==> src/rtl/cell_index_arbiter_pkg.sv <==
// Shared constants and FSM encoding for the pixel-to-cell converter.
package cell_index_arbiter_pkg;
  localparam int DEF_BLOCK_SIDE = 20;  // cell edge in pixels
  localparam int DEF_MAX_CELLS  = 20;  // cells per axis
  localparam int DEF_CW         = 10;  // pixel coordinate width
  localparam int DEF_IW         = 5;   // cell index width

  typedef enum logic [1:0] {
    IDLE = 2'd0,
    LOAD = 2'd1,
    RUN  = 2'd2,
    DONE = 2'd3
  } state_t;
endpackage

==> src/rtl/cell_div_step.sv <==
// One axis of the iterative divider: latches a raw coordinate, converts it to
// a zero-based remainder (with out-of-range detect), then strips BLOCK_SIDE
// per cycle while counting the quotient.
module cell_div_step
  import cell_index_arbiter_pkg::*;
#(
  parameter int BLOCK_SIDE = DEF_BLOCK_SIDE,
  parameter int MAX_CELLS  = DEF_MAX_CELLS,
  parameter int CW         = DEF_CW,
  parameter int IW         = DEF_IW
) (
  input  logic          clk,
  input  logic          rst_n,
  input  logic          load,   // capture raw coordinate
  input  logic [CW-1:0] d,
  input  logic          prep,   // raw -> (d-1), oor detect
  input  logic          step,   // one subtract iteration
  output logic [IW-1:0] q,
  output logic          done,   // remainder below one cell
  output logic          oor
);
  localparam logic [CW-1:0] LIM  = CW'(BLOCK_SIDE * MAX_CELLS);
  localparam logic [CW-1:0] BS   = CW'(BLOCK_SIDE);
  localparam logic [IW-1:0] QMAX = IW'(MAX_CELLS - 1);

  logic [CW-1:0] rem;

  // Load / prepare / subtract sequence for this axis.
  always_ff @(posedge clk or negedge rst_n) begin
    if (!rst_n) begin
      rem <= '0;
      q   <= '0;
      oor <= 1'b0;
    end else if (load) begin
      rem <= d;
      q   <= '0;
      oor <= 1'b0;
    end else if (prep) begin
      // 0 and out-of-range both collapse to index 0; exact multiples land
      // one cell lower because of the -1 bias.
      oor <= (rem > LIM);
      rem <= (rem == '0 || rem > LIM) ? '0 : rem - CW'(1);
    end else if (step && rem >= BS) begin
      rem <= rem - BS;
      if (q != QMAX) q <= q + IW'(1);
    end
  end

  assign done = (rem < BS);
endmodule

==> src/rtl/cell_index_arbiter.sv <==
// Two-requester round-robin front end around a shared two-axis iterative
// pixel-to-cell divider.
module cell_index_arbiter
  import cell_index_arbiter_pkg::*;
#(
  parameter int BLOCK_SIDE = DEF_BLOCK_SIDE,
  parameter int MAX_CELLS  = DEF_MAX_CELLS,
  parameter int CW         = DEF_CW,
  parameter int IW         = DEF_IW
) (
  input  logic          clk,
  input  logic          rst_n,
  input  logic          req0,
  input  logic [CW-1:0] x0,
  input  logic [CW-1:0] y0,
  input  logic          req1,
  input  logic [CW-1:0] x1,
  input  logic [CW-1:0] y1,
  output logic          ack0,
  output logic          ack1,
  output logic [IW-1:0] col,
  output logic [IW-1:0] row,
  output logic [1:0]    oor,
  output logic          busy
);
  state_t state, state_nxt;
  logic   grant, rr_last, gnt_sel, any_req;
  logic   ld, prep, step, all_done;

  logic [1:0][CW-1:0] d_in;   // [0]=x, [1]=y
  logic [1:0][IW-1:0] q;
  logic [1:0]         ax_done, ax_oor;

  assign any_req = req0 | req1;
  // Contention goes to whoever was not served last; otherwise the sole requester.
  assign gnt_sel = (req0 & req1) ? ~rr_last : req1;
  assign d_in[0] = gnt_sel ? x1 : x0;
  assign d_in[1] = gnt_sel ? y1 : y0;

  assign ld       = (state == IDLE) && any_req;
  assign prep     = (state == LOAD);
  assign all_done = &ax_done;
  assign step     = (state == RUN) && !all_done;

  for (genvar a = 0; a < 2; a++) begin : g_axis
    cell_div_step #(
      .BLOCK_SIDE(BLOCK_SIDE), .MAX_CELLS(MAX_CELLS), .CW(CW), .IW(IW)
    ) u_step (
      .clk  (clk),
      .rst_n(rst_n),
      .load (ld),
      .d    (d_in[a]),
      .prep (prep),
      .step (step),
      .q    (q[a]),
      .done (ax_done[a]),
      .oor  (ax_oor[a])
    );
  end

  // State register.
  always_ff @(posedge clk or negedge rst_n) begin
    if (!rst_n) state <= IDLE;
    else        state <= state_nxt;
  end

  // Next-state logic.
  always_comb begin
    state_nxt = state;
    case (state)
      IDLE:    if (any_req) state_nxt = LOAD;
      LOAD:    state_nxt = RUN;
      RUN:     if (all_done) state_nxt = DONE;
      DONE:    state_nxt = IDLE;
      default: state_nxt = IDLE;
    endcase
  end

  // Grant bookkeeping and result capture.
  always_ff @(posedge clk or negedge rst_n) begin
    if (!rst_n) begin
      grant   <= 1'b0;
      rr_last <= 1'b1;
      col     <= '0;
      row     <= '0;
      oor     <= '0;
    end else begin
      if (ld) begin
        grant   <= gnt_sel;
        rr_last <= gnt_sel;
      end
      if (state == RUN && all_done) begin
        col <= q[0];
        row <= q[1];
        oor <= ax_oor;   // {y,x}
      end
    end
  end

  assign ack0 = (state == DONE) && !grant;
  assign ack1 = (state == DONE) &&  grant;
  assign busy = (state != IDLE);
endmodule

==> config.mk <==
export PLATFORM = sky130hd
export DESIGN_NAME = cell_index_arbiter
export DESIGN_NICKNAME = d
export VERILOG_FILES = /design/src/rtl/cell_index_arbiter_pkg.sv /design/src/rtl/cell_div_step.sv /design/src/rtl/cell_index_arbiter.sv
export SDC_FILE = /design/constraint.sdc
export NUM_CORES = 1
export LEC_CHECK = 0
export CAP_MARGIN = 20
export CORE_MARGIN = 2
export CORE_UTILIZATION = 55
export CTS_BUF_LIST = sky130_fd_sc_hd__clkbuf_16
export DETAILED_ROUTE_END_ITERATION = 8
export GPL_TIMING_DRIVEN = 0
export PLACE_DENSITY = 0.82
export SYNTH_ARGS = -nofsm -noshare
export SYNTH_HDL_FRONTEND = slang
export SYNTH_HIERARCHICAL = 1
export SYNTH_SLANG_ARGS = --single-unit
==> constraint.sdc <==
create_clock -name clk -period 5.7 [get_ports clk]
set_input_delay 1.14 -clock clk [delete_from_list [all_inputs] [get_ports clk]]
set_output_delay 1.14 -clock clk [all_outputs]
set_load 0.1 [all_outputs]
==> results of run 1 <==
==> stage by stage <==
step	setup WS (ns)	power, mW
floorplan	2.68	1.78
global placement	2.08	2.11
detailed placement	2.23	2.15
CTS	2.27	2.45
global route	1.95	2.66
finish	2.11	2.47
==> final timing paths <==
kind                       slack, ns                 endpoint               startpoint
max in group asynchronous       4.39                  rr_last                    rst_n
setup / recovery                2.11  g_axis[1].u_step/rem[9]  g_axis[0].u_step/rem[2]
hold / removal                  0.51                   oor[1]     g_axis[1].u_step/oor
min in group asynchronous       0.74                   oor[1]                    rst_n
setup reg to reg                2.11  g_axis[1].u_step/rem[9]  g_axis[0].u_step/rem[2]
hold reg to reg                 0.51                   oor[1]     g_axis[1].u_step/oor
==> power by group through the flow <==
stage,Sequential [mW],Clock (mW),Combinational [mW]
final,0.581,0.288,1.60
after CTS,0.579,0.296,1.58
after global placement,0.579,0,1.53
after global routing,0.597,0.313,1.75
after detailed placement,0.584,0,1.57
after floorplan,0.626,0,1.16
==> kinds of logic (layout without fill, tap and decap cells) <==
kind of cell,after synthesis,count (layout),share of synthesized area
adders and majority gates,15,15,0.0521
DFF,48,48,0.334
and+or+nand+nor,122,122,0.180
buffers and inverters,47,114,0.0584
xor gates and xnor gates,14,14,0.0340
muxes,39,39,0.121
AOI/OAI and AO/OA,100,100,0.221
==> worst max-delay path: stages (launching register included) <==
cell and delay, ns:
dfrtp_1 0.48, inv_1 0.13, ha_1 0.29, nand2b_1 0.22
nand2_1 0.16, nor2_1 0.08, a21boi_1 0.87, inv_1 0.19
o21ai_1 0.59, o21ai_0 0.21, a32o_1 0.24
==> cells in the final DEF (no fill, tap or decap), types with 13 or more instances in the layout <==
master           netlist  routed
mux2_2                32      32
dfrtp_1               47      47
clkdlybuf4s50_1        0      57
inv_1                 26      26
nor3_1                14      14
nand2_1               15      15
ha_1                  15      15
clkbuf_1              14      14
o21ai_0               13      13
nor2_1                35      35
==> flip-flops by register name, summed over array words and instances (netlist names) <==
register,cells
rr_last,1
g_axis.u_step/oor,2
g_axis.u_step/q,10
state,2
oor,2
row,5
col,5
g_axis.u_step/rem,20
grant,1
==> area by class of cell <==
type | instances | area share
multi-input cells | 290 | 0.493
inverters | 26 | 0.0220
clock inverters | 3 | 0.00423
well taps | 77 | 0.0217
repair buffers | 59 | 0.134
flip-flops and latches | 48 | 0.271
plain buffers | 21 | 0.0254
clock buffers | 5 | 0.0282
==> metal layers <==
metal  vias up  global-route usage
li1       1565                   -
met1      1610               0.384
met2       121               0.404
met4         0              0.0750
met5         -                   0
met3        17              0.0350
==> run metrics, run 1 <==
gpl congestion 0.965; Via density 6.26; FFs w/ async S/R, synth 1.00; Slew @ Worst Pin around 1.1 ns; Final Skew 0.00548 ns; Fill cells 526; Synth area leader dfrtp_1; post-layout util 0.699; count leader, synth dfrtp_1; largest net degree at the start of global routing 39; Hold Path Cell Cnt 1; CP startpoint kind flip-flop; TritonCTS buffer count 5; unrepaired setup endpoints after global routing false; setup TNS 0 ns; root buffer cell clkbuf_16; Post-CTS Setup Bufs 0; P_int 1.26 mW; # hold bufs at CTS 0; nets@finish between 500 and 600; Initial Utilization 0.567; area occupied by multi-input gates between 2000 and 2500 sq um; DR top layer met4; HP Class reg -> reg; port bufs a little under 60; CP arrival 3.76 ns; Synth Cell Area about 3600 sq um; Max-slew headroom 0.261; synth unique cells roughly 60; CTS clk-pin slew, worst paths roughly 0.070 ns; Yosys warnings 6; die area 7210 sq um; drt drc 0; layout cells sized above 1 0.155; crit path max fanout 11; period utilization 0.629; Die Span Y around 85 um; Max Buffers Root-to-Sink 2; boundary pin count 59; Max rail drop VDD between 300 and 400 uV; Final Critical Period 3.59 ns; Syn Nets 444; GRT overflow 0; post-CTS sizing 0; status finished clean; Total Routing Usage GR 0.261; synth cell count leaders 47 x dfrtp_1, 35 x nor2_1, 32 x mux2_2; Area Overhead vs Synth 23.2%; CP Capture Type flip-flop; Yosys reg bits 48; ANT nets after route 0; WHS about 0.5 ns; vias in the first global route around 3,200; Net Sw Power around 1.2 mW; HPWL after DPL 6630 um; clk_lat worst skew 0.29 ns; area occupied by registers about 1200 sq um; via count roughly 3,300; synthesized area per cell just over 9 sq um; MaxCap Viol Count 0; Placed Cells ~520; sequential area share after synthesis 0.334; DRT iter0 DRCs 319; Met2 Wirelength a little over 4000 um; Final Max Slew Viols 0; drt wl/cell between 15 and 20 um; Power Density about 560 nW/um^2; Met1 Wirelength 4210 um; CP Data Required Time 5.87 ns; row cnt 29; switching part of the total 0.490; Gate power share 0.648; Post-synth EDFFs 0; fmax between 200 and 300 MHz; final hold viol count 0; Cell Area, Placed 4290 sq um; Cells after Synth between 300 and 400; CTS Sinks 48; first-pass GRT wire length 15,300 um; Leakage ~1.8 nW; WS Path Type reg -> reg; met3 wire len between 500 and 600 um; register share of total power 0.235; setup violators final 0; final non-filler cell total around 530; H-tree depth 2; WL final about 9000 um; antenna violations before repair 0; DRT Pass-1 Iters 5; Core Footprint 6350 sq um; CTS tree built; # diodes 0; length in cells of the worst reg-to-reg path 10; Clk network pwr share 0.117; die width approximately 85 um; top cell type's share of synthesized area 0.327; top post-synthesis cells by area dfrtp_1 33%, mux2_2 10%, ha_1 5.2%; Post-synth top flop dfrtp_1; cell area after layout 4440 sq um
No activity file was read; power rests on OpenSTA's default activity.
==> run 2: changes to the inputs <==
--- a/config.mk
+++ b/config.mk
@@ -7,11 +7,11 @@
 export LEC_CHECK = 0
 export CAP_MARGIN = 20
 export CORE_MARGIN = 2
-export CORE_UTILIZATION = 55
+export CORE_UTILIZATION = 54
 export CTS_BUF_LIST = sky130_fd_sc_hd__clkbuf_16
 export DETAILED_ROUTE_END_ITERATION = 8
 export GPL_TIMING_DRIVEN = 0
-export PLACE_DENSITY = 0.82
+export PLACE_DENSITY = 0.81
 export SYNTH_ARGS = -nofsm -noshare
 export SYNTH_HDL_FRONTEND = slang
 export SYNTH_HIERARCHICAL = 1
==> constraint.sdc (replaced) <==
create_clock -name clk -period 3.4 [get_ports clk]
set_input_delay 0.68 -clock clk [delete_from_list [all_inputs] [get_ports clk]]
set_output_delay 0.68 -clock clk [all_outputs]
set_load 0.1 [all_outputs]
==> run 2 against run 1 <==
Compared with the run above:
- total power is 71% higher
- non-clock buffer count rose by 1
- sequential power rose by 68%
- first-iteration DRC count unchanged
- largest power group unchanged
==> run metrics, run 2 (same netlist as run 1, synthesis figures left out) <==
status finished clean; post-CTS sizing 0; Cell Area, Placed 4290 sq um; max FFs per register 20; area occupied by registers roughly 1200 sq um; Final Max Slew Viols 0; area occupied by multi-input gates between 2000 and 2500 sq um; fmax about 340 MHz; die width between 80 and 90 um; crit path max fanout 5; Max Buffers Root-to-Sink 2; Max-slew headroom 0.339; first-pass GRT wire length between 15,000 and 20,000 um; root buffer cell clkbuf_16; biggest regs g_axis.u_step/rem (20), g_axis.u_step/q (10); drt drc 0; Final Skew 0.00610 ns; antenna violations before repair 0; vias in the first global route between 3,000 and 4,000; Setup crit end busy; # hold bufs at CTS 0; Total Routing Usage GR 0.267; clk_lat worst skew about 0.29 ns; most frequent cells in the layout 57 x clkdlybuf4s50_1, 47 x dfrtp_1, 35 x nor2_1, 32 x mux2_2, 26 x inv_1; post-layout util 0.700; period utilization 0.869; Post-CTS Setup Bufs 0; dpl ws slightly below 0.06 ns; length in cells of the worst reg-to-reg path 11; die area around 7300 sq um; DRT iter0 DRCs roughly 320; HP Class in -> async; largest net degree at the start of global routing 37; CTS Sinks 48; layout cells sized above 1 0.157; Initial Utilization 0.564; CP arrival approximately 2.3 ns; gpl congestion between 0.9 and 1; CP Capture Type primary output; TritonCTS buffer count 5; row cnt 29; CP startpoint kind flip-flop; Worst Setup Slack, final roughly 0.45 ns; commonest non-fill, non-tap cell in the layout clkdlybuf4s50_1; DRT Pass-1 Iters 7; CP Data Required Time 2.72 ns; setup TNS 0 ns; ANT nets after route 0; Slew @ Worst Pin about 0.99 ns; Fill cells 531; CTS tree built; Power Density 948 nW/um^2; WL final around 9300 um; nets@finish 511; r2r endpoint g_axis[0].u_step/rem[9]; crit path launch state[1]; flop-to-flop setup slack 0.50 ns; Via density roughly 6.2; boundary pin count 59; Worst R2R Start g_axis[0].u_step/rem[2]; cell area after layout between 4000 and 5000 sq um; Leakage about 1.9 nW; MaxCap Viol Count 0; HPWL after DPL 6870 um; Max rail drop VDD approximately 670 uV; WS Path Type reg -> out; port bufs 58; GRT overflow 0; # diodes 0; Core Footprint ~6400 sq um; CTS clk-pin slew, worst paths ~0.070 ns; Biggest register g_axis.u_step/rem; Die Span Y 85.7 um; H-tree depth 2; Area Overhead vs Synth 24.1%; via count between 3,000 and 4,000; unrepaired setup endpoints after global routing false; Final Critical Period slightly below 3 ns; drt wl/cell around 18 um; setup violators final 0; final hold viol count 0
==> run 2: power by group <==
group | switching, mW | internal, mW
Sequential | 0.185 | 0.792
Clock | 0.218 | 0.346
Combinational | 1.64 | 1.06
Total | 2.04 | 2.20
==> run 2: per-stage QoR <==
| stage | hold slack [ns] | power [mW] | instances |
|---|---|---|---|
| 3_3_place_gp | 0.489 | 3.54 | 520 |
| 2_1_floorplan | 0.384 | 2.99 | 385 |
| 5_1_grt | 0.298 | 4.59 | 530 |
| 4_1_cts | 0.291 | 4.20 | 529 |
| 6_report | 0.293 | 4.24 | 530 |
| 3_5_place_dp | 0.495 | 3.61 | 521 |
==> run 2: layout make-up <==
type                    instances  share of cell area
multi-input cells             290               0.490
flip-flops and latches         48               0.269
repair buffers                 60               0.135
clock buffers                   5              0.0280
plain buffers                  21              0.0252
inverters                      26              0.0218
well taps                      77              0.0216
clock inverters                 3             0.00952
==> run 2: how the worst min path moves through the flow <==
| stage | from | end | slack, ns | depth (start not counted) |
|---|---|---|---|---|
| finish | rst_n | oor[1] | 0.29 | 1 |
| CTS | rst_n | g_axis[1].u_step/oor | 0.29 | 1 |
| global route | rst_n | g_axis[1].u_step/oor | 0.30 | 1 |
| global placement | oor[1] | oor[1] | 0.49 | 1 |
| floorplan | rst_n | col[0] | 0.38 | 0 |
| detailed placement | col[3] | col[3] | 0.49 | 1 |
==> run 2: worst max-delay path, stage by stage, from the launching register on <==
cell             delay, ns
dfrtp_1               0.40
inv_1                 0.10
ha_1                  0.24
inv_1                 0.11
clkdlybuf4s50_1       1.14
==> run 2: layer usage <==
metal  part of all wire  GRT usage  vias to the layer above
li1                   -          -                     1572
met1               0.49      0.387                     1583
met2               0.45      0.415                       97
met3              0.052     0.0366                        9
met4             0.0099     0.0851                        0
met5                  0          0                        -
==> run 3: changes to the inputs <==
--- a/config.mk
+++ b/config.mk
@@ -5,13 +5,14 @@
 export SDC_FILE = /design/constraint.sdc
 export NUM_CORES = 1
 export LEC_CHECK = 0
+export ABC_AREA = 1
 export CAP_MARGIN = 20
-export CORE_MARGIN = 2
-export CORE_UTILIZATION = 54
+export CORE_MARGIN = 4
+export CORE_UTILIZATION = 55
 export CTS_BUF_LIST = sky130_fd_sc_hd__clkbuf_16
 export DETAILED_ROUTE_END_ITERATION = 8
 export GPL_TIMING_DRIVEN = 0
-export PLACE_DENSITY = 0.81
+export PLACE_DENSITY = 0.82
 export SYNTH_ARGS = -nofsm -noshare
 export SYNTH_HDL_FRONTEND = slang
 export SYNTH_HIERARCHICAL = 1
==> run 3 against run 2 <==
Compared with the run above:
- synthesized cell count is 45% higher
- area after synthesis rose by 3.2%
- largest power group unchanged
- sequential share of layout area down 0.74 points
- hold slack better by 0.023 ns
==> run metrics, run 3 <==
CTS Sinks 48; Max Buffers Root-to-Sink 2; Final Max Slew Viols 0; HP Class in -> async; Core Footprint approximately 6500 sq um; post-layout util 0.712; final non-filler cell total 703; HPWL after DPL roughly 7000 um; layout cells sized above 1 0.117; gpl congestion between 0.8 and 0.9; setup violators final 0; ANT nets after route 0; root buffer cell clkbuf_16; Slew @ Worst Pin ~0.99 ns; WHS 0.316 ns; crit path max fanout 4; MaxCap Viol Count 0; CP Capture Type primary output; synth unique cells 28; Leakage 2.29 nW; boundary pin count 59; most frequent cells in the layout 210 x nand2_1, 57 x clkdlybuf4s50_1, 52 x nor2_1, 47 x dfrtp_1, 46 x nand3_1; # hold bufs at CTS 0; FFs w/ async S/R, synth 1.00; via count 3,800; Area Overhead vs Synth 23.6%; WL final just over 9000 um; Yosys warnings 6; largest net degree at the start of global routing 34; Fill cells between 500 and 600; port bufs 58; antenna violations before repair 0; final hold viol count 0; nets@finish ~690; Synth Cell Area approximately 3700 sq um; count leader, synth nand2_1; WS Path Type reg -> out; biggest regs g_axis.u_step/rem (20), g_axis.u_step/q (10); clk_lat worst skew around 0.28 ns; commonest non-fill, non-tap cell in the layout nand2_1; Post-synth EDFFs 0; period utilization 0.880; post-CTS sizing 0; row cnt 29; Post-CTS Setup Bufs 0; GRT overflow 0; Worst Setup Slack, final between 0.4 and 0.5 ns; Cells after Synth 560; status finished clean; DRT Pass-1 Iters 5; synth cell count leaders 210 x nand2_1, 52 x nor2_1, 47 x dfrtp_1; setup TNS 0 ns; unrepaired setup endpoints after global routing false; Final Skew 0.00435 ns; CP startpoint kind flip-flop; Post-synth top flop dfrtp_1; drt drc 0; CP Data Required Time 2.72 ns; die width between 90 and 100 um; Via density between 5 and 6; Die Span Y roughly 90 um; sequential area share after synthesis 0.323; Placed Cells between 600 and 700; max FFs per register 20; vias in the first global route approximately 3,700; TritonCTS buffer count 5; first-pass GRT wire length around 16,000 um; Syn Nets a little over 600; Max rail drop VDD around 550 uV; CTS clk-pin slew, worst paths 0.07 ns; H-tree depth 2; CP arrival 2.31 ns; Total Routing Usage GR 0.235; Yosys reg bits 48; Synth area leader dfrtp_1; drt wl/cell ~13 um; Initial Utilization 0.576; Power Density approximately 970 nW/um^2; synthesized area per cell between 6 and 7 sq um; Biggest register g_axis.u_step/rem; fmax roughly 330 MHz; Final Critical Period ~3 ns; CTS tree built; top post-synthesis cells by area dfrtp_1 32%, nand2_1 21%, nand3_1 6.2%; Max-slew headroom 0.340; # diodes 0; DRT iter0 DRCs around 320; die area 8140 sq um; dpl ws between 0.6 and 0.7 ns; top cell type's share of synthesized area 0.316
[run 3: cell types whose count changed in the layout (fill, tap and decap cells not counted), moves of 13 or more]
cell and change:
nand2_1 +195, nand3_1 +39, mux2_2 -32, inv_1 +17
nor2_1 +17, o21ai_1 +13
[run 3: cell type report]
cell class	instances	area, sq um	share of cell area
Timing Repair Buffer	59	596	0.130
Clock buffer	5	125	0.0272
Tap cell	77	96.3	0.0210
Sequential cell	48	1200	0.262
Inverter	51	196	0.0427
Multi-Input combinational cell	445	2200	0.478
Clock inverter	2	60.1	0.0131
Buffer	16	123	0.0267
[run 3: logic make-up after synthesis]
group | synth area share
AOI/OAI and AO/OA | 0.110
DFF | 0.323
buffers and inverters | 0.0858
and+or+nand+nor | 0.406
adders and majority gates | 0.0505
xor gates and xnor gates | 0.0236
[run 3: worst max-delay path, cell delays in order (launching register included)]
cell	delay [ns]
dfrtp_1	0.41
inv_1	0.11
ha_1	0.25
inv_1	0.10
clkdlybuf4s50_1	1.15
[run 3: path summary, 6_finish.rpt]
check | endpoint | slack [ns] | cells past startpoint | start
setup / recovery | busy | 0.41 | 4 | state[0]
hold / removal | g_axis[0].u_step/rem[7] | 0.32 | 1 | rst_n
setup reg to reg | g_axis[0].u_step/rem[3] | 1.09 | 11 | state[0]
hold reg to reg | row[2] | 0.48 | 2 | row[2]
max in group asynchronous | g_axis[1].u_step/rem[8] | 2.57 | 2 | rst_n
min in group clk | row[2] | 0.48 | 2 | row[2]
[run 3: stage by stage]
stage / cell area [sq um] / power [mW]
4_1_cts: 4600 / 4.44
5_1_grt: 4600 / 4.89
2_1_floorplan: 3720 / 3.13
6_report: 4600 / 4.46
3_5_place_dp: 4410 / 3.76
3_3_place_gp: 4400 / 3.67
[run 3: metal layers]
metal  up-vias  track usage  part of all wire
met1      1709        0.301              0.44
met4         0       0.0714             0.018
met2       165        0.401              0.46
met3        19       0.0451             0.077
met5         -            0                 0
li1       1907            -                 -
[run 3: power breakdown]
part / switching (mW) / total (mW) / internal, mW
Clock: 0.210 / 0.628 / 0.417
Combinational: 1.84 / 2.79 / 0.942
Sequential: 0.240 / 1.04 / 0.804
